**config.mk**
```make
export PLATFORM = sky130hd
export DESIGN_NAME = imem_loader
export DESIGN_NICKNAME = d
export VERILOG_FILES = /design/src/rtl/imem_loader.sv
export SDC_FILE = /design/constraint.sdc
export NUM_CORES = 1
export LEC_CHECK = 0
export ABC_AREA = 0
export CORE_UTILIZATION = 53
export DETAILED_ROUTE_END_ITERATION = 7
export PLACE_DENSITY = 0.76
export SYNTH_ARGS = -nofsm -noshare
export SYNTH_HDL_FRONTEND = slang
export SYNTH_SLANG_ARGS = --single-unit
```
**constraint.sdc**
```tcl
create_clock -name clk -period 2 [get_ports clk]
set_clock_uncertainty 0.05 [all_clocks]
set_input_delay 0.4 -clock clk [delete_from_list [all_inputs] [get_ports clk]]
set_output_delay 0.4 -clock clk [all_outputs]
set_load 0.03 [all_outputs]
```
**src/rtl/imem_loader.sv**
```systemverilog
// imem_loader -- UART bootloader for the RV32I instruction memory.
//
// Receives a frame of LEN_LO, LEN_HI, N payload bytes and an XOR checksum
// on an 8N1 serial line. Each payload byte is written to consecutive byte
// addresses starting at 0. The core is held in reset until a complete
// frame with a matching checksum has been received.
//
// Ports:
//   clk         system clock
//   reset       synchronous, active-high reset
//   uart_rx     asynchronous serial input, idle high
//   wr_en       one-cycle write strobe to the instruction memory
//   wr_addr     byte address of wr_data
//   wr_data     payload byte
//   core_reset  high holds the core in reset; low only after a verified load
//   load_done   high once the image is verified; stays high until reset
//   frame_err   sticky, bad stop bit; cleared at the start of the next header
//   len_err     sticky, length > MEM_BYTES; cleared at the next header
//   csum_err    sticky, checksum mismatch; cleared at the next header
module imem_loader #(
  parameter int CLKS_PER_BIT = 868,
  parameter int MEM_BYTES    = 2048,
  parameter int ADDR_W       = 11
) (
  input  logic              clk,
  input  logic              reset,
  input  logic              uart_rx,
  output logic              wr_en,
  output logic [ADDR_W-1:0] wr_addr,
  output logic [7:0]        wr_data,
  output logic              core_reset,
  output logic              load_done,
  output logic              frame_err,
  output logic              len_err,
  output logic              csum_err
);

  localparam int          CNT_W     = $clog2(CLKS_PER_BIT);
  localparam logic [CNT_W-1:0] HALF_M1 = CNT_W'(CLKS_PER_BIT / 2 - 1);
  localparam logic [CNT_W-1:0] FULL_M1 = CNT_W'(CLKS_PER_BIT - 1);
  localparam int unsigned MEM_LIMIT = MEM_BYTES;

  // ---------------------------------------------------------------------
  // Input synchronizer; reset to the idle level so reset never looks like
  // a start bit.
  // ---------------------------------------------------------------------
  logic rx_meta_q, rx_sync_q;

  // NOTE: clocked state is always assigned with <= so every flop samples the
  // pre-edge value of every other flop, independent of statement order.
  always_ff @(posedge clk) begin
    if (reset) begin
      rx_meta_q <= 1'b1;
      rx_sync_q <= 1'b1;
    end else begin
      rx_meta_q <= uart_rx;
      rx_sync_q <= rx_meta_q;
    end
  end

  // ---------------------------------------------------------------------
  // RX state machine
  // ---------------------------------------------------------------------
  typedef enum logic [1:0] {RX_IDLE, RX_START, RX_DATA, RX_STOP} rx_state_e;

  rx_state_e        rx_state_q, rx_state_d;
  logic [CNT_W-1:0] rx_cnt_q, rx_cnt_d;
  logic [2:0]       rx_bit_q, rx_bit_d;
  logic [7:0]       rx_shift_q, rx_shift_d;
  logic             byte_valid;
  logic             stop_err;

  always_ff @(posedge clk) begin
    if (reset) begin
      rx_state_q <= RX_IDLE;
      rx_cnt_q   <= '0;
      rx_bit_q   <= '0;
      rx_shift_q <= '0;
    end else begin
      rx_state_q <= rx_state_d;
      rx_cnt_q   <= rx_cnt_d;
      rx_bit_q   <= rx_bit_d;
      rx_shift_q <= rx_shift_d;
    end
  end

  // NOTE: every signal driven here gets a default first, so no path through
  // the case statement can leave one unassigned and infer a latch.
  always_comb begin
    rx_state_d = rx_state_q;
    rx_cnt_d   = rx_cnt_q;
    rx_bit_d   = rx_bit_q;
    rx_shift_d = rx_shift_q;
    unique case (rx_state_q)
      RX_IDLE: begin
        if (!rx_sync_q) begin
          rx_state_d = RX_START;
          rx_cnt_d   = '0;
        end
      end
      RX_START: begin
        // Mid-start-bit check rejects glitches shorter than half a bit.
        if (rx_cnt_q == HALF_M1) begin
          rx_cnt_d   = '0;
          rx_bit_d   = '0;
          rx_state_d = rx_sync_q ? RX_IDLE : RX_DATA;
        end else begin
          rx_cnt_d = rx_cnt_q + 1'b1;
        end
      end
      RX_DATA: begin
        if (rx_cnt_q == FULL_M1) begin
          rx_cnt_d   = '0;
          rx_shift_d = {rx_sync_q, rx_shift_q[7:1]};
          rx_bit_d   = rx_bit_q + 1'b1;
          if (rx_bit_q == 3'd7) rx_state_d = RX_STOP;
        end else begin
          rx_cnt_d = rx_cnt_q + 1'b1;
        end
      end
      RX_STOP: begin
        if (rx_cnt_q == FULL_M1) begin
          rx_cnt_d   = '0;
          rx_state_d = RX_IDLE;
        end else begin
          rx_cnt_d = rx_cnt_q + 1'b1;
        end
      end
      default: rx_state_d = RX_IDLE;
    endcase
  end

  always_comb begin
    byte_valid = (rx_state_q == RX_STOP) && (rx_cnt_q == FULL_M1) &&  rx_sync_q;
    stop_err   = (rx_state_q == RX_STOP) && (rx_cnt_q == FULL_M1) && !rx_sync_q;
  end

  // ---------------------------------------------------------------------
  // Load state machine
  // ---------------------------------------------------------------------
  typedef enum logic [2:0] {S_HDR0, S_HDR1, S_DATA, S_CSUM, S_DONE} ld_state_e;

  ld_state_e         ld_state_q, ld_state_d;
  logic [7:0]        len_lo_q, len_lo_d;
  logic [ADDR_W:0]   len_q, len_d;
  logic [ADDR_W-1:0] addr_q, addr_d;
  logic [7:0]        xor_q, xor_d;
  logic              frame_err_q, frame_err_d;
  logic              len_err_q, len_err_d;
  logic              csum_err_q, csum_err_d;
  logic              wr_en_q, wr_en_d;
  logic [ADDR_W-1:0] wr_addr_q, wr_addr_d;
  logic [7:0]        wr_data_q, wr_data_d;
  logic [15:0]       hdr_len;
  logic              last_byte;

  always_ff @(posedge clk) begin
    if (reset) begin
      ld_state_q  <= S_HDR0;
      len_lo_q    <= '0;
      len_q       <= '0;
      addr_q      <= '0;
      xor_q       <= '0;
      frame_err_q <= 1'b0;
      len_err_q   <= 1'b0;
      csum_err_q  <= 1'b0;
      wr_en_q     <= 1'b0;
      wr_addr_q   <= '0;
      wr_data_q   <= '0;
    end else begin
      ld_state_q  <= ld_state_d;
      len_lo_q    <= len_lo_d;
      len_q       <= len_d;
      addr_q      <= addr_d;
      xor_q       <= xor_d;
      frame_err_q <= frame_err_d;
      len_err_q   <= len_err_d;
      csum_err_q  <= csum_err_d;
      wr_en_q     <= wr_en_d;
      wr_addr_q   <= wr_addr_d;
      wr_data_q   <= wr_data_d;
    end
  end

  // Byte count compared one bit wider than addr so N = MEM_BYTES terminates
  // on the final byte even though addr itself would roll over.
  assign hdr_len   = {rx_shift_q, len_lo_q};
  assign last_byte = ({1'b0, addr_q} + (ADDR_W + 1)'(1)) == len_q;

  always_comb begin
    ld_state_d  = ld_state_q;
    len_lo_d    = len_lo_q;
    len_d       = len_q;
    addr_d      = addr_q;
    xor_d       = xor_q;
    frame_err_d = frame_err_q;
    len_err_d   = len_err_q;
    csum_err_d  = csum_err_q;
    wr_en_d     = 1'b0;
    wr_addr_d   = wr_addr_q;
    wr_data_d   = wr_data_q;

    if (ld_state_q != S_DONE && stop_err) begin
      // A framing error anywhere before completion abandons the frame.
      frame_err_d = 1'b1;
      ld_state_d  = S_HDR0;
    end else if (byte_valid) begin
      unique case (ld_state_q)
        S_HDR0: begin
          len_lo_d    = rx_shift_q;
          frame_err_d = 1'b0;
          len_err_d   = 1'b0;
          csum_err_d  = 1'b0;
          ld_state_d  = S_HDR1;
        end
        S_HDR1: begin
          if (32'(hdr_len) > MEM_LIMIT) begin
            len_err_d  = 1'b1;
            ld_state_d = S_HDR0;
          end else begin
            // Accumulator is cleared for empty images too, so a stale value
            // from an aborted frame cannot leak into the checksum.
            len_d      = hdr_len[ADDR_W:0];
            addr_d     = '0;
            xor_d      = '0;
            ld_state_d = (hdr_len == 16'd0) ? S_CSUM : S_DATA;
          end
        end
        S_DATA: begin
          wr_en_d   = 1'b1;
          wr_addr_d = addr_q;
          wr_data_d = rx_shift_q;
          xor_d     = xor_q ^ rx_shift_q;
          addr_d    = addr_q + ADDR_W'(1);
          if (last_byte) ld_state_d = S_CSUM;
        end
        S_CSUM: begin
          if (rx_shift_q == xor_q) begin
            ld_state_d = S_DONE;
          end else begin
            csum_err_d = 1'b1;
            ld_state_d = S_HDR0;
          end
        end
        S_DONE:  ld_state_d = S_DONE;
        default: ld_state_d = S_HDR0;
      endcase
    end
  end

  always_comb begin
    core_reset = (ld_state_q != S_DONE);
    load_done  = (ld_state_q == S_DONE);
    wr_en      = wr_en_q;
    wr_addr    = wr_addr_q;
    wr_data    = wr_data_q;
    frame_err  = frame_err_q;
    len_err    = len_err_q;
    csum_err   = csum_err_q;
  end

endmodule

```
==> results.md <==
- Initial antenna violation count: 0
- Mapped Cells: 533
- Synthesized Nets: 541
- # rows: 32
- Seq/Total Area, Yosys: 41.3%
- Status: finished, violations left
- Final Worst Setup Slack: -0.170 ns
- Port Buffers: 27
- FF+latch count, synth: 90
- Ys flop type: dfxtp_1
- Vias in the first global route: 4031
- Clock sinks: 90
- Synth top area cells: dfxtp_1, a21oi_1, nand2_1
- Cts hold-fix bufs: 0
- Clock root cell: clkbuf_8
- Unrepaired setup endpoints after global routing: yes
- Fillcell total: 529
- Count leader, synth: dfxtp_1
- TritonCTS clock tree: yes
- Post-Layout Inst Area: 5850 µm²
- Via/cell ratio: 6.07
- CP max FO: 29
- Violated checks: setup timing
- Worst r2r path cells: 9
- Wirelength, routed: 13200 µm
- Max-slew headroom: 56.3%
- Die area: 8610 µm²
- LEAKAGE: 2.29 nW
- Post-synth ARST share: 0%
- Area grow syn2layout: 34.1%
- Clock buffer depth: 2
- Synth area leader: dfxtp_1
- IO Pins: 28
- Max cap viols: 0
- Final HPWL DP: 8000 µm
- Final min period: 2.17 ns
- Finished Core Util: 74.6%
- Tcrit/Tclk final: 109%
- Max Clk Rate: 461 MHz
- Post-Syn Area: 4370 µm²
- Top post-synthesis cells by count: dfxtp_1, nand2_1, a21oi_1, nor2_1, clkbuf_1
- Setup Crit Path Kind: reg -> reg
- 1st-iter DRT viols: 418
- Hold Crit Endpoint: rx_sync_q
- Worst R2R Setup Slack: -0.17 ns
- Number of antenna diodes: 0
- Final Hold Viols: 0
- CP startpoint kind: flip-flop
- Via count: 4415
- Worst Path Required: 2.21 ns
- Worst r2r dst: addr_q[10]
- Remaining antenna violation count: 0
- First-pass GRT wire length: 19300 µm
- Pin count of the biggest net entering global routing: 32
- Gr usage total: 28.6%
- Netlist cell types: 62
- Slew Viols, Final: 0
- Worst-path clk slew: 0.10 ns
- Core Region: 7850 µm²
- Initial Util: 55.6%
- Routability-driven placement congestion ratio: 0.909
- Remaining Overflow, GRT: 0
- Htree depth: 3
- Layout cell share with drive strength beyond 1: 28.6%
- Nets@finish: 628
- Drt first pass iters: 5
- Avg Inst Size Synth: 8.19 µm²
- Cts bufs inserted: 9
- Setup crit end kind: flip-flop
- Hold depth: 1
- DIE HEIGHT: 92.8 µm
- Final setup fails: 52
- Arrival time at the worst endpoint: 2.38 ns
- Worst Max-Slew Pin Slew: 0.656 ns
- Critical R2R Launch: rx_cnt_q[0]
- WL/cell: 18.2 µm
- Hold crit path type: reg -> reg
- Peak supply drop: 0.379 mV
- Number of flops mapped to enable cells by yosys: 0
- Worst-Skew Late Latency: 0.37 ns
- Placed Area: 5220 µm²
- Yosys warnings: 0
- DRC: 0
- Fin Hold WS: 0.366 ns
- Die width: 92.8 µm
- Power Dens Cells: 541 nW/µm²
- HP Start: rx_meta_q
- Share of the synthesized area in the top cell type: 41.3%
-- cell type report --
cell class | count | area [µm²] | share of cell area, %
multi-input combinational | 396 | 2660 | 45.4
timing repair buffer | 115 | 1020 | 17.5
inverter | 8 | 30.0 | 0.513
clock buffer | 11 | 151 | 2.59
clock inverter | 5 | 43.8 | 0.748
sequential | 90 | 1820 | 31.1
tap | 102 | 128 | 2.18
-- critical path, cell delays in order (launching register included) --
cell	delay, ns
dfxtp_4	0.38
ha_4	0.13
and4bb_1	0.27
nand4_1	0.14
buf_6	0.17
buf_6	0.12
nor2_2	0.13
buf_12	0.20
a31oi_1	0.10
a311oi_1	0.36
-- cell usage in the layout, fill, tap and decap left out, drive strengths merged, types with 8 or more instances in the layout --
master         instances
a21oi                 64
and3                   8
buf                   88
clkbuf                12
clkdlybuf4s50         24
dfxtp                 90
inv                   11
mux2i                 14
nand2                 83
nand2b                 8
nand3                 12
nor2                  50
nor3                  17
nor3b                  9
o21ai                 17
xnor2                  8
xor2                  10
-- metal layers --
layer	GRT usage (%)	part of all wire, %
met1	36.3	42
met4	12.3	3.4
met2	46.8	48
met3	5.91	6.7
met5	0	0
-- metrics by stage --
stage / total power [mW] / TNS, ns / instances / setup WS [ns]
final: 3.17 / -3.82 / 727 / -0.170
after global routing: 3.25 / -8.04 / 727 / -0.268
after CTS: 3.16 / -0.0571 / 717 / -0.0211
after detailed placement: 1.94 / -1.47 / 696 / -0.107
after global placement: 1.94 / -0.0986 / 696 / -0.0197
after floorplan: 1.90 / -0.0435 / 533 / -0.0145
-- timing repair --
item | CTS | global route
gates resized for setup | 16 | 60
cloned | 2 | 4
endpoints found under the hold margin | 0 | 0
setup buffers | 3 | 6
pin swaps | 6 | 20
endpoints found under the setup margin | 55 | 75
-- cells by family (layout without fill, tap and decap cells) --
kind of cell	count (synthesis)	in the layout	share of synthesized area, %
mux	14	14	3.21
xor+xnor	19	19	4.15
simple gates	228	231	26.8
buf+inv	50	139	4.73
fa+ha+maj	5	5	1.43
flops	90	90	41.3
compound gates	127	127	18.5
-- report_power, final --
part | switching [mW] | total, mW | leakage [nW] | internal (mW)
clock | 0.715 | 1.25 | 0.102 | 0.539
sequential | 0.00571 | 1.80 | 0.729 | 1.79
combinational | 0.0718 | 0.117 | 1.46 | 0.0452
total | 0.792 | 3.17 | 2.29 | 2.38
-- worst max path at each step --
| stage | start | to | slack [ns] | cells past startpoint |
|---|---|---|---|---|
| finish | rx_cnt_q[0] | addr_q[10] | -0.17 | 9 |
| CTS | rx_cnt_q[1] | rx_cnt_q[7] | -0.02 | 8 |
| global placement | rx_cnt_q[1] | xor_q[7] | -0.02 | 7 |
| floorplan | rx_cnt_q[1] | xor_q[5] | -0.01 | 7 |
| global route | rx_cnt_q[0] | addr_q[10] | -0.27 | 9 |
| detailed placement | rx_cnt_q[1] | len_q[5] | -0.11 | 8 |
-- sequential cells by signal, indices dropped and copies added, names as in the netlist, 3 cells and up, named ones only --
name / count
rx_shift_q: 8
ld_state_q: 3
xor_q: 8
addr_q: 11
len_q: 12
len_lo_q: 8
wr_addr: 11
rx_cnt_q: 10
rx_bit_q: 3
wr_data: 8
Power figures use the tool's default switching activity.
==> RTL edit, RTL diff (same settings) <==
`MEM_BYTES`: 2048 -> 1536.
--- a/src/rtl/imem_loader.sv
+++ b/src/rtl/imem_loader.sv
@@ -19,7 +19,7 @@
 //   csum_err    sticky, checksum mismatch; cleared at the next header
 module imem_loader #(
   parameter int CLKS_PER_BIT = 868,
-  parameter int MEM_BYTES    = 2048,
+  parameter int MEM_BYTES    = 1536,
   parameter int ADDR_W       = 11
 ) (
   input  logic              clk,
Behaviour: same outputs for any inputs over 10 cycles, from zero or initial values and one cycle with reset high; that may be too few to reach the edited logic, so the function may still have changed.
==> RTL edit against the original RTL <==
  * The flow still finishes with violations (negative setup slack)
  * Design area down 9.8%
  * Sequential cell count unchanged
  * First-iteration DRC count is 43% lower
  * Sequential power is essentially flat
  * Sequential share of layout area grew 3.2 points
  * Critical path type unchanged
  * Power is essentially flat
  * Area after synthesis shrank 2.3%
  * Setup slack better by 160 ps
  * Count of clock-buffer cells in the layout decreased by 1
  * Routed wire length is 21% lower
==> RTL edit: results (changes against the original RTL) <==
| Metric | Value |
|---|---|
| PnR worst setup slack | `-5.64 ps (+164 ps)` |
| M3 GR Usage | `0.0431 (-0.0160)` |
| Post-synthesis cell type count | `56 (-9.7%)` |
| Drt initial violations | `238 (-43%)` |
| M1 wire length | `4720 um (-15%)` |
| Share of cells above drive strength 1 | `0.187 (-0.0990)` |
| WL/cell | `15.2 um (-17%)` |
| Metal3 WL | `606 um (-31%)` |
| First-pass GRT wire length | `16700 um (-13%)` |
| Filler instances | `607 (+15%)` |
| Met2 GRT Util | `0.417 (-0.0502)` |
| Post-Synth XOR/XNOR Area | `0.0431 (+0.00157)` |
| Post-synthesis adder-cell area fraction | `0.0147 (+0.000340)` |
| Final setup viols | `1 (-98%)` |
| P_leak | `1.91 nW (-17%)` |
| Overall routing resource usage | `0.247 (-0.0386)` |
| Multi-input logic area | `2370 um2 (-11%)` |
| DP Cell Count | `664 (-4.6%)` |
| CP max-delay cell | `dfxtp_1` |
| Post-synthesis mux area share | `0.0493 (+0.0172)` |
| Hold WS | `364 ps (-2.32 ps)` |
| FF-to-FF End | `rx_cnt_q[8]` |
| Routed vias | `4002 (-9.4%)` |
| Violated checks | `negative setup slack` |
| Register-to-Register Path Depth | `8 (-1)` |
| Vias in the first global route | `3718 (-7.8%)` |
| Place WS | `-78.5 ps (+28.7 ps)` |
| Logic pwr share | `0.029 (-0.008)` |
| Status | `finished with violations` |
| CP arrival | `2180 ps (-200 ps)` |
| Slew Limit Headroom | `0.657 (+0.0940)` |
| Nets | `590 (-6.1%)` |
| Largest net degree at the start of global routing | `50 (+56%)` |
## RTL edit: cell types whose count changed in the layout (fill, tap and decap cells not counted), sizes merged, moves of 7 or more
cell and change:
a21oi -11, buf -31, mux2i +7, nor2 +12, nor3 -10, o21ai +18
## RTL edit: cell type report
cell class,instances,share of cell area
Multi-Input combinational cell,388,0.449
Tap cell,102,0.0242
Sequential cell,90,0.343
Clock inverter,6,0.0137
Inverter,9,0.00640
Clock buffer,10,0.0242
Timing Repair Buffer,84,0.140
## RTL edit: worst reg2reg max path: stages (launching register included)
cell      delay, ps
dfxtp_1         350
buf_4           150
nor4bb_4        350
a41oi_2         200
o21ai_2         250
buf_6           160
nor2b_1          60
o21ai_0         180
a21oi_1         110
## RTL edit: what timing repair did
item,in CTS,in global routing
setup buffers,0,7
resized for setup,5,29
cloned,0,2
endpoints found under the setup margin,16,51
pin swaps,1,9
